**src/rtl/ahb_lite_cmd_master_if.sv**
```systemverilog
// Command stream and AHB-Lite initiator signals of ahb_lite_cmd_master.
// The master modport is the initiator's view; slave is the bus/command-source view.
interface ahb_lite_cmd_master_if;
    logic        cmd_valid;
    logic        cmd_ready;
    logic        cmd_write;
    logic [31:0] cmd_addr;
    logic [31:0] cmd_wdata;
    logic [2:0]  cmd_size;
    logic        rsp_valid;
    logic [31:0] rsp_rdata;
    logic        rsp_err;
    logic        rsp_timeout;
    logic        HSEL;
    logic [31:0] HADDR;
    logic        HWRITE;
    logic [1:0]  HTRANS;
    logic [2:0]  HSIZE;
    logic [31:0] HWDATA;
    logic        HREADY;
    logic [31:0] HRDATA;

    modport master (
        input  cmd_valid, cmd_write, cmd_addr, cmd_wdata, cmd_size, HREADY, HRDATA,
        output cmd_ready, rsp_valid, rsp_rdata, rsp_err, rsp_timeout,
               HSEL, HADDR, HWRITE, HTRANS, HSIZE, HWDATA
    );

    modport slave (
        output cmd_valid, cmd_write, cmd_addr, cmd_wdata, cmd_size, HREADY, HRDATA,
        input  cmd_ready, rsp_valid, rsp_rdata, rsp_err, rsp_timeout,
               HSEL, HADDR, HWRITE, HTRANS, HSIZE, HWDATA
    );
endinterface

```
**src/rtl/ahb_lite_cmd_master.sv**
```systemverilog
// AHB-Lite initiator: one valid/ready command becomes one NONSEQ single transfer,
// with wait-state handling, a stall timeout and a one-cycle response strobe.
module ahb_lite_cmd_master #(
    parameter int unsigned TIMEOUT_W  = 8,
    parameter bit          TIMEOUT_EN = 1'b1
) (
    input  logic                  HCLK,
    input  logic                  HRESETn,
    ahb_lite_cmd_master_if.master bus
);
    localparam int unsigned DATA_W = 32;
    localparam int unsigned ADDR_W = 32;
    localparam logic [1:0]  HTRANS_IDLE   = 2'b00;
    localparam logic [1:0]  HTRANS_NONSEQ = 2'b10;
    // Last stall count before abort: the next stalled edge would be stall number 2**W-1
    localparam logic [TIMEOUT_W-1:0] CNT_LAST = TIMEOUT_W'((64'd1 << TIMEOUT_W) - 64'd2);

    typedef enum logic [1:0] {ST_IDLE, ST_ADDR, ST_DATA, ST_RESP} state_e;

    state_e               state_q, state_d;
    logic [TIMEOUT_W-1:0] cnt_q, cnt_d;
    logic [DATA_W-1:0]    wdata_q, wdata_d;
    logic                 cmd_ready_q, cmd_ready_d;
    logic                 rsp_valid_q, rsp_valid_d;
    logic [DATA_W-1:0]    rsp_rdata_q, rsp_rdata_d;
    logic                 rsp_err_q, rsp_err_d;
    logic                 rsp_timeout_q, rsp_timeout_d;
    logic                 hsel_q, hsel_d;
    logic [ADDR_W-1:0]    haddr_q, haddr_d;
    logic                 hwrite_q, hwrite_d;
    logic [1:0]           htrans_q, htrans_d;
    logic [2:0]           hsize_q, hsize_d;
    logic [DATA_W-1:0]    hwdata_q, hwdata_d;
    logic                 cmd_illegal_c;
    logic                 stall_limit_c;

    // Size above word, or address not aligned to the transfer size
    assign cmd_illegal_c = (bus.cmd_size > 3'd2)
                         || ((bus.cmd_size == 3'd1) && bus.cmd_addr[0])
                         || ((bus.cmd_size == 3'd2) && (bus.cmd_addr[1:0] != 2'b00));
    assign stall_limit_c = TIMEOUT_EN && (cnt_q == CNT_LAST);

    always_ff @(posedge HCLK or negedge HRESETn) begin
        if (!HRESETn) begin
            state_q       <= ST_IDLE;
            cnt_q         <= '0;
            wdata_q       <= '0;
            cmd_ready_q   <= 1'b0;
            rsp_valid_q   <= 1'b0;
            rsp_rdata_q   <= '0;
            rsp_err_q     <= 1'b0;
            rsp_timeout_q <= 1'b0;
            hsel_q        <= 1'b0;
            haddr_q       <= '0;
            hwrite_q      <= 1'b0;
            htrans_q      <= HTRANS_IDLE;
            hsize_q       <= 3'd0;
            hwdata_q      <= '0;
        end else begin
            state_q       <= state_d;
            cnt_q         <= cnt_d;
            wdata_q       <= wdata_d;
            cmd_ready_q   <= cmd_ready_d;
            rsp_valid_q   <= rsp_valid_d;
            rsp_rdata_q   <= rsp_rdata_d;
            rsp_err_q     <= rsp_err_d;
            rsp_timeout_q <= rsp_timeout_d;
            hsel_q        <= hsel_d;
            haddr_q       <= haddr_d;
            hwrite_q      <= hwrite_d;
            htrans_q      <= htrans_d;
            hsize_q       <= hsize_d;
            hwdata_q      <= hwdata_d;
        end
    end

    // Next state plus next value of every registered output
    always_comb begin
        state_d       = state_q;
        cnt_d         = cnt_q;
        wdata_d       = wdata_q;
        cmd_ready_d   = 1'b0;
        rsp_valid_d   = 1'b0;
        rsp_rdata_d   = '0;
        rsp_err_d     = 1'b0;
        rsp_timeout_d = 1'b0;
        hsel_d        = 1'b0;
        htrans_d      = HTRANS_IDLE;
        haddr_d       = haddr_q;
        hwrite_d      = hwrite_q;
        hsize_d       = hsize_q;
        hwdata_d      = hwdata_q;

        unique case (state_q)
            ST_IDLE: begin
                if (bus.cmd_valid && cmd_ready_q) begin
                    if (cmd_illegal_c) begin
                        state_d     = ST_RESP;
                        rsp_valid_d = 1'b1;
                        rsp_err_d   = 1'b1;
                    end else begin
                        state_d  = ST_ADDR;
                        hsel_d   = 1'b1;
                        htrans_d = HTRANS_NONSEQ;
                        haddr_d  = bus.cmd_addr;
                        hwrite_d = bus.cmd_write;
                        hsize_d  = bus.cmd_size;
                        wdata_d  = bus.cmd_wdata;
                        cnt_d    = '0;
                    end
                end else begin
                    cmd_ready_d = 1'b1;
                end
            end
            ST_ADDR: begin
                if (bus.HREADY) begin
                    state_d  = ST_DATA;
                    cnt_d    = '0;
                    hwdata_d = hwrite_q ? wdata_q : hwdata_q;
                end else if (stall_limit_c) begin
                    state_d       = ST_RESP;
                    rsp_valid_d   = 1'b1;
                    rsp_timeout_d = 1'b1;
                end else begin
                    hsel_d   = 1'b1;
                    htrans_d = HTRANS_NONSEQ;
                    cnt_d    = cnt_q + TIMEOUT_W'(1);
                end
            end
            ST_DATA: begin
                if (bus.HREADY) begin
                    state_d     = ST_RESP;
                    rsp_valid_d = 1'b1;
                    rsp_rdata_d = hwrite_q ? '0 : bus.HRDATA;
                end else if (stall_limit_c) begin
                    state_d       = ST_RESP;
                    rsp_valid_d   = 1'b1;
                    rsp_timeout_d = 1'b1;
                end else begin
                    cnt_d = cnt_q + TIMEOUT_W'(1);
                end
            end
            ST_RESP: begin
                state_d     = ST_IDLE;
                cmd_ready_d = 1'b1;
            end
            default: state_d = ST_IDLE;
        endcase
    end

    assign bus.cmd_ready   = cmd_ready_q;
    assign bus.rsp_valid   = rsp_valid_q;
    assign bus.rsp_rdata   = rsp_rdata_q;
    assign bus.rsp_err     = rsp_err_q;
    assign bus.rsp_timeout = rsp_timeout_q;
    assign bus.HSEL        = hsel_q;
    assign bus.HADDR       = haddr_q;
    assign bus.HWRITE      = hwrite_q;
    assign bus.HTRANS      = htrans_q;
    assign bus.HSIZE       = hsize_q;
    assign bus.HWDATA      = hwdata_q;
endmodule
```
**src/flat_wrapper.sv**
```systemverilog
// flat-port wrapper written by rule: the top's interface ports become plain ports
module ahb_lite_cmd_master_flat 
#(
    parameter int unsigned TIMEOUT_W  = 8,
    parameter bit          TIMEOUT_EN = 1'b1
)
  (HCLK, HRESETn, bus_cmd_valid, bus_cmd_write, bus_cmd_addr, bus_cmd_wdata, bus_cmd_size, bus_HREADY, bus_HRDATA, bus_cmd_ready, bus_rsp_valid, bus_rsp_rdata, bus_rsp_err, bus_rsp_timeout, bus_HSEL, bus_HADDR, bus_HWRITE, bus_HTRANS, bus_HSIZE, bus_HWDATA);
  ahb_lite_cmd_master_if bus_i ();
  input  logic HCLK;
  input  logic HRESETn;
  input wire logic [$bits(bus_i.cmd_valid)-1:0] bus_cmd_valid;
  input wire logic [$bits(bus_i.cmd_write)-1:0] bus_cmd_write;
  input wire logic [$bits(bus_i.cmd_addr)-1:0] bus_cmd_addr;
  input wire logic [$bits(bus_i.cmd_wdata)-1:0] bus_cmd_wdata;
  input wire logic [$bits(bus_i.cmd_size)-1:0] bus_cmd_size;
  input wire logic [$bits(bus_i.HREADY)-1:0] bus_HREADY;
  input wire logic [$bits(bus_i.HRDATA)-1:0] bus_HRDATA;
  output wire logic [$bits(bus_i.cmd_ready)-1:0] bus_cmd_ready;
  output wire logic [$bits(bus_i.rsp_valid)-1:0] bus_rsp_valid;
  output wire logic [$bits(bus_i.rsp_rdata)-1:0] bus_rsp_rdata;
  output wire logic [$bits(bus_i.rsp_err)-1:0] bus_rsp_err;
  output wire logic [$bits(bus_i.rsp_timeout)-1:0] bus_rsp_timeout;
  output wire logic [$bits(bus_i.HSEL)-1:0] bus_HSEL;
  output wire logic [$bits(bus_i.HADDR)-1:0] bus_HADDR;
  output wire logic [$bits(bus_i.HWRITE)-1:0] bus_HWRITE;
  output wire logic [$bits(bus_i.HTRANS)-1:0] bus_HTRANS;
  output wire logic [$bits(bus_i.HSIZE)-1:0] bus_HSIZE;
  output wire logic [$bits(bus_i.HWDATA)-1:0] bus_HWDATA;
  assign bus_i.cmd_valid = bus_cmd_valid;
  assign bus_i.cmd_write = bus_cmd_write;
  assign bus_i.cmd_addr = bus_cmd_addr;
  assign bus_i.cmd_wdata = bus_cmd_wdata;
  assign bus_i.cmd_size = bus_cmd_size;
  assign bus_i.HREADY = bus_HREADY;
  assign bus_i.HRDATA = bus_HRDATA;
  assign bus_cmd_ready = bus_i.cmd_ready;
  assign bus_rsp_valid = bus_i.rsp_valid;
  assign bus_rsp_rdata = bus_i.rsp_rdata;
  assign bus_rsp_err = bus_i.rsp_err;
  assign bus_rsp_timeout = bus_i.rsp_timeout;
  assign bus_HSEL = bus_i.HSEL;
  assign bus_HADDR = bus_i.HADDR;
  assign bus_HWRITE = bus_i.HWRITE;
  assign bus_HTRANS = bus_i.HTRANS;
  assign bus_HSIZE = bus_i.HSIZE;
  assign bus_HWDATA = bus_i.HWDATA;
  ahb_lite_cmd_master #(.TIMEOUT_W(TIMEOUT_W), .TIMEOUT_EN(TIMEOUT_EN)) u_core (.HCLK(HCLK), .HRESETn(HRESETn), .bus(bus_i));
endmodule
```
**config.mk**
```make
export PLATFORM = sky130hd
export DESIGN_NAME = ahb_lite_cmd_master_flat
export DESIGN_NICKNAME = d
export VERILOG_FILES = /design/src/rtl/ahb_lite_cmd_master_if.sv /design/src/rtl/ahb_lite_cmd_master.sv /design/src/flat_wrapper.sv
export SDC_FILE = /design/constraint.sdc
export NUM_CORES = 1
export LEC_CHECK = 0
export BUFFER_PORTS_ARGS = -buffer_cell sky130_fd_sc_hd__buf_2
export CAP_MARGIN = 20
export CORE_ASPECT_RATIO = 0.7
export CORE_UTILIZATION = 35
export CTS_BUF_LIST = sky130_fd_sc_hd__clkbuf_4 sky130_fd_sc_hd__clkbuf_8
export DETAILED_ROUTE_END_ITERATION = 10
export SLEW_MARGIN = 20
export SYNTH_ARGS = -nofsm -noshare
export SYNTH_HDL_FRONTEND = slang
export SYNTH_SLANG_ARGS = --single-unit
export TNS_END_PERCENT = 1
```
**constraint.sdc**
```tcl
create_clock -name HCLK -period 1.71 [get_ports HCLK]
set_clock_uncertainty 0.15 [all_clocks]
set_input_delay 0.171 -clock HCLK [delete_from_list [all_inputs] [get_ports HCLK]]
set_output_delay 0.171 -clock HCLK [all_outputs]
set_load 0.01 [all_outputs]
```
### Word level (Yosys, flattened, before mapping)

Cells that the tools add are included.
W data, S select, Z words.

* reduce and logical (&&, ||, !) cells: 12
* $lt $le $gt $ge: 1
* add/sub/neg operators: 1
* equal/unequal tests: 9
* bitwise gates (word level): 1
* mux-type cells: 35

Operators with widths (count)
* $mux W32: 3
* $mux W8: 5
* $pmux W8 S3: 1
* $mux W2: 9
* $mux W1: 12
* $add A8 B1 Y8 const B: 1
* $eq A8 B8 Y1 const B: 1
* $pmux W2 S4: 1
* $reduce_and A3 Y1: 2
* $eq A2 B2 Y1 const B: 2
* $ne A2 B2 Y1 const B: 2
* $pmux W1 S2: 2
* $pmux W2 S2: 1
* $reduce_and A4 Y1: 1
* $eq A3 B1 Y1 const B: 1
* $eq A3 B2 Y1 const B: 1
* $gt A3 B2 Y1 const B: 1
* $logic_and A1 B1 Y1: 3
* $pmux W1 S3: 1
* $reduce_bool A3 Y1: 1
* $eq A2 B1 Y1 const B: 1
* $logic_not A2 Y1: 1
* $logic_or A1 B1 Y1: 2
* $ne A2 B1 Y1 const B: 1
* other kinds (3): 3

* bits of input ports: 104
* bits in registers: 149
* word-level logic and storage cells: 73

### Longest topological paths before layout

Gate-level depths: netlist of the first run.

* depth after elaboration: 7
* mapped depth: 9
* mapped depth without buffers: 6

### Worst setup path before layout of the first run

OpenSTA, ideal clock, no wires.

* path type: flip-flop to flip-flop
* start: register u_core.state_q[0]
* end: register u_core.cnt_q[1]
* stages on the path, launching flop included: 8
* path slack: -0.142 ns
* data required time: 1.435 ns
* data arrival time: 1.578 ns
* library setup time: 0.125 ns
* path buffers: 1
* path through: dfrtp_1 -> inv_1 -> ha_1 -> nand3_1 -> o21bai_1 -> buf_2 -> a21oi_2 -> mux2_2

* word-level cells in the longest chain between the ends: 3

Ends and longest elaborated chain
* from (decl): line ahb_lite_cmd_master.sv:20 `state_e state_q, state_d;`
* from (signal assigned): line ahb_lite_cmd_master.sv:60 `state_q <= state_d;`
* $eq A2 B2 Y1 (tied with other cells): line ahb_lite_cmd_master.sv:94 `unique case (state_q)`
* $ne A2 B2 Y1 (no source line) (tied with other cells)
* $reduce_and A4 Y1 (no source line)
* to (signal assigned): line ahb_lite_cmd_master.sv:61 `cnt_q <= cnt_d;`
* to (decl): line ahb_lite_cmd_master.sv:21 `logic [TIMEOUT_W-1:0] cnt_q, cnt_d;`

Several ways; a longest one is shown, not always the timed one.
A chain may end at the register's enable or synchronous reset.

### Final worst setup path of the first run

Ends and elaborated chain as after synthesis.

==> results.cfg, run 1 <==
[critical_path]
path_class = flip-flop to flip-flop
crit_top_cell = inv_2
critPathCaptureType = flip-flop
max_stage_delay_ns = 0.43
worstPathArrival_ns = 1.91
crit_fanout = 4
start_kind = flip-flop
worst_path_dominant_cell_family = flip-flops
cp.required_ns = 1.88
crit_chain = inv_2, ha_4, buf_4, inv_2, nand2_4, a21oi_4, mux2_4
critical_path_buf_inv_count = 3
crit_slowest_cell = dfrtp_1
worst-path-stages = 7
reg2regPathDepth = 7

[route]
routedWlPerCell_um = 14.4
antenna_left = 0
drc_errors = 0
wirelength_mm = 15.5
vias = 4922
via_per_inst = 4.58
first_iter_violations = 255
drt_first_pass_iters = 4

[synth]
synthTopCellsByCount = nand2_1 (207), dfrtp_1 (147), and2_1 (36)
ys_ff_latch = 147
synth_nets = 632
yosysTopAreaCellShare = 0.645
ys_warn_count = 0
syn-mean-instance-area_um2 = 10.9
synth_edf_count = 0
synthCells = 522
netlist_area_um2 = 5710
yosysMostFrequentCell = nand2_1
synth_seq_area_share = 0.645
yosys-top-cells-area = dfrtp_1 (64%), nand2_1 (14%), mux2_2 (6.5%), and2_1 (3.9%), ha_1 (1.3%)
synth_flop_cell = dfrtp_1
synthDistinctLibCells = 42
ys_async_sr_fraction = 1.00
synth.largest_area_cell = dfrtp_1

[placement]
dp_slack_ns = -0.0457
gp_congestion = 0.815
dp_hpwl_mm = 9.66
dp_cells = 936
port_buffers = 209
dpl_cell_area_um2 = 7230

[global_route]
grt.total_usage = 0.188
grt_pass1_wl_mm = 24.7
gr-usage-met3 = 0.0509
met1_usage = 0.228
grt_max_degree = 55
antenna_found_initial = 0
grt_use_met2 = 0.327
grt.busiest_layer = met2
overflow = 0
first_global_vias = 5168

[flow_run]
drv_cap = 0

[floorplanning]
ios = 211
die_area_um2 = 16800
core.rowCount = 38
start_util = 0.364
core-area_um2 = 15700
die_y_um = 109
dieWidth_um = 155

[pwr]
combPwrFrac = 0.327
irDropWorstVdd_uv = 519
switching_share = 0.329
p_leak_nw = 4.90
pwr-share-seq = 0.424
pwr-share-clk = 0.250
total_power_mw = 11.3
p_per_area_nw_per_um2 = 1270
internal_power_mw = 7.57
switchingPower_mw = 3.71

[run_status]
status = complete, but fails checks
violations = setup timing

[clock_network]
h-tree-depth = 4
cts-buffers-inserted = 17
clockBufferDepth = 2
cts.sink_count = 147
cts_tree = built
clkTransAtPathRegs_ns = 0.09
ctsRootBufferMaster = clkbuf_8
clk-insertion-delay-late_ns = 0.45

[sta]
min_period_over_period = 1.02
hold_viol_final = 0
fin_ws_ns = -0.0263
drv_slew = 0
period_needed_ns = 1.74
fmax_ghz = 0.576
finalSetupViolCount = 5
rsz0062_at_grt = yes

[finish]
fin_area_um2 = 8860
area_delta_synth_final_pct = 55.2
drive_gt1_frac = 0.387
final_nets = 971
diodes = 0
fin_cells = 1074

[worst_hold_path]
hold_path_class = input pin to asynchronous set/reset pin
per-stage QoR:
step	setup TNS (ns)	hold WS, ns	util
global placement	0	-0.0346	0.461
floorplan	-0.218	-0.275	-
CTS	-0.110	0.0336	0.556
detailed placement	-0.920	-0.0312	0.461
global route	-0.695	0.0532	0.565
finish	-0.0645	0.0483	0.565
power by group through the flow:
stage	combinational, mW	clock [mW]	sequential, mW
after floorplan	1.35	0	5.08
after global placement	2.99	0	4.78
after detailed placement	3.08	0	4.84
after CTS	3.40	2.91	4.78
after global routing	4.03	3.08	4.90
final	3.68	2.81	4.78
what timing repair did:
item                                    4_1_cts  5_1_grt
hold endpoints to repair                    251        0
hold buffers                                102        0
cloned                                        0        1
endpoints found under the setup margin      103      107
resized for setup                            11       21
pin swaps                                     9       12
buffers inserted                              3        0
sequential cells by signal, summed over array words and instances (netlist names), 2 cells and up:
| register | cells |
|---|---|
| u_core.bus.HADDR | 32 |
| u_core.state_q | 2 |
| u_core.cnt_q | 8 |
| u_core.bus.rsp_rdata | 32 |
| u_core.bus.HWDATA | 32 |
| u_core.bus.HSIZE | 3 |
| u_core.wdata_q | 32 |
layout by cell type, fill, tap and decap left out, types with 3 or more instances in the layout:
cell type	netlist	layout
a211oi_2	1	4
a21oi_1	5	5
a2bb2oi_2	0	3
a31oi_2	0	3
and2_1	36	36
and3_1	4	4
buf_12	0	7
buf_2	12	208
buf_4	4	20
buf_6	1	6
clkbuf_8	0	18
clkinv_4	0	3
clkinvlp_4	0	3
dfrtp_1	147	147
dlygate4sd3_1	0	102
ha_1	6	3
inv_1	10	7
inv_2	0	3
inv_6	0	3
inv_8	0	3
mux2_2	33	32
nand2_1	207	205
nor2_1	4	3
o211ai_1	3	3
o22a_1	3	3
kinds of logic (layout without fill, tap and decap cells):
| kind of cell | Yosys count | in the layout | synth area share |
|---|---|---|---|
| AND/OR/NAND/NOR | 265 | 265 | 0.200 |
| flip-flops | 147 | 147 | 0.645 |
| AO/OA/AOI/OAI | 36 | 36 | 0.0472 |
| buffers and inverters | 34 | 386 | 0.0289 |
| multiplexers | 33 | 33 | 0.0651 |
| adder cells (fa/ha/maj) | 6 | 6 | 0.0132 |
| other | 1 | 1 | 0.000657 |
path summary, 6_finish.rpt:
| check | slack (ns) | endpoint | start |
|---|---|---|---|
| hold / removal | 0.05 | u_core.bus.HWDATA[20] | HRESETn |
| min in group HCLK | 0.26 | u_core.bus.rsp_err | bus_cmd_size[0] |
| setup / recovery | -0.03 | u_core.cnt_q[1] | u_core.state_q[0] |
| setup reg to reg | -0.03 | u_core.cnt_q[1] | u_core.state_q[0] |
| hold reg to reg | 0.32 | u_core.bus.HADDR[21] | u_core.bus.HADDR[21] |
| max in group asynchronous | 0.77 | u_core.bus.HADDR[2] | HRESETn |
worst reg2reg max path: stages (launching register included):
cell	delay [ns]
dfrtp_1	0.43
inv_2	0.08
ha_4	0.18
buf_4	0.13
inv_2	0.08
nand2_4	0.08
a21oi_4	0.17
mux2_4	0.31
cell type report:
| cell class | count | area [um2] |
|---|---|---|
| sequential | 147 | 3680 |
| clock buffer | 18 | 248 |
| fill | 1326 | 6830 |
| tap | 200 | 250 |
| timing repair buffer | 344 | 2440 |
| inverter | 10 | 37.5 |
| clock inverter | 14 | 169 |
| multi-input combinational | 341 | 2030 |
layer usage:
layer	vias to the layer above	routed length (um)
li1	2354	-
met1	2388	6720
met2	156	7780
met3	24	766
met4	0	227
met5	-	0
(Power assumes the default switching activity.)
==> run 2: changes to the inputs <==
--- a/config.mk
+++ b/config.mk
@@ -11,6 +11,7 @@
 export CORE_UTILIZATION = 35
 export CTS_BUF_LIST = sky130_fd_sc_hd__clkbuf_4 sky130_fd_sc_hd__clkbuf_8
 export DETAILED_ROUTE_END_ITERATION = 10
+export SKIP_LAST_GASP = 1
 export SLEW_MARGIN = 20
 export SYNTH_ARGS = -nofsm -noshare
 export SYNTH_HDL_FRONTEND = slang
==> results.cfg, run 2 (synthesis results as in run 1) <==
[floorplanning]
dieWidth_um = 155
core.rowCount = 38
core-area_um2 = 15700
ios = 211
start_util = 0.364
die_y_um = 109
die_area_um2 = 16800

[clock_network]
cts.sink_count = 147
cts-buffers-inserted = 17
ctsRootBufferMaster = clkbuf_8
h-tree-depth = 4
clkTransAtPathRegs_ns = 0.09
cts_tree = built
clk-insertion-delay-late_ns = 0.45
clockBufferDepth = 2

[critical_path]
crit_chain = inv_2, ha_4, buf_4, inv_2, nand2_2, a21oi_4, mux2_4
critical_path_buf_inv_count = 3
crit_top_cell = inv_2
crit_slowest_cell = dfrtp_1
r2r-start = u_core.state_q[0]
ff2ff_setup_slack_ns = -0.05
worstPathArrival_ns = 1.93
cp.required_ns = 1.88
crit_fanout = 4
worst_path_dominant_cell_family = flip-flops
r2r-end = u_core.cnt_q[1]
max_stage_delay_ns = 0.43
start_kind = flip-flop
critPathCaptureType = flip-flop
path_class = flip-flop to flip-flop
reg2regPathDepth = 7

[worst_hold_path]
hold_path_class = input pin to asynchronous set/reset pin

[route]
first_iter_violations = 240
wirelength_mm = 15.4
drc_errors = 0
drt_first_pass_iters = 5
antenna_left = 0
via_per_inst = 4.60
vias = 4938
routedWlPerCell_um = 14.4

[finish]
diodes = 0
regArea_um2 = 3680
final_common_cell = buf_2
drive_gt1_frac = 0.383
multiInputGateArea_um2 = 1990
fin_cells = 1074
final_cell_mix = buf_2 (208), nand2_1 (205), dfrtp_1 (147), dlygate4sd3_1 (102), and2_1 (36)
fillers = 1342
area_delta_synth_final_pct = 54.4
final_nets = 971
fin_util = 0.561

[pwr]
total_power_mw = 11.2
p_per_area_nw_per_um2 = 1270
p_leak_nw = 4.89
irDropWorstVdd_uv = 519

[global_route]
grt.total_usage = 0.188
antenna_found_initial = 0
grt_max_degree = 55
overflow = 0
first_global_vias = 5167
grt_pass1_wl_mm = 24.7

[sta]
period_needed_ns = 1.76
hold_viol_final = 0
fmax_ghz = 0.568
rsz0062_at_grt = yes
finalSetupViolCount = 8
tns_ns = -0.193
drv_slew = 0
min_period_over_period = 1.03
fin_ws_ns = -0.0511

[run_status]
status = complete, but fails checks
violations = setup timing

[placement]
dp_cells = 936
gp_congestion = 0.815
port_buffers = 209
dp_hpwl_mm = 9.66
dp_slack_ns = -0.0457

[flow_run]
drv_cap = 0
## run 2: layout make-up
type                            instances  share of cell area
Clock buffer                           18              0.0281
Clock inverter                         14              0.0192
Inverter                               10             0.00426
Multi-Input combinational cell        341               0.226
Sequential cell                       147               0.418
Tap cell                              200              0.0284
Timing Repair Buffer                  344               0.276
## run 2: worst max-delay path by stage
| stage | startpoint | end | slack, ns | depth (start not counted) |
|---|---|---|---|---|
| floorplan | u_core.state_q[1] | u_core.cnt_q[1] | -0.06 | 7 |
| global placement | u_core.state_q[0] | u_core.cnt_q[3] | 0.02 | 6 |
| detailed placement | u_core.state_q[0] | u_core.cnt_q[5] | -0.05 | 6 |
| CTS | u_core.state_q[0] | u_core.cnt_q[1] | -0.03 | 6 |
| global route | u_core.state_q[1] | u_core.cnt_q[6] | -0.10 | 7 |
| finish | u_core.state_q[0] | u_core.cnt_q[1] | -0.05 | 7 |
## run 2: through the flow
stage                     hold slack (ns)  instance area (um2)
after floorplan                    -0.275                 5730
after global placement            -0.0346                 7230
after detailed placement          -0.0312                 7230
after CTS                          0.0336                 8720
after global routing               0.0532                 8810
final                              0.0492                 8810
## run 2: timing repair
action                                  CTS  global route
cloned                                    0             1
hold buffers                            102             0
endpoints found under the setup margin  103           107
endpoints found under the hold margin   252             0
gates resized for setup                   9            14
pin swaps                                 7             6
setup buffers                             3             0
## run 2: report_power, final
part	switching (mW)	leakage (nW)	total [mW]	internal, mW
registers	0.436	1.99	4.77	4.34
logic	1.80	2.69	3.58	1.79
clock network	1.43	0.202	2.81	1.38
total	3.66	4.89	11.2	7.51
## run 2: per-layer routing
metal  vias to the layer above  wire length, um  GRT usage
met3                        24              736     0.0509
met1                      2404             6700      0.228
li1                       2355                -          -
met4                         0              219     0.0601
met5                         -                0          0
met2                       155             7780      0.327
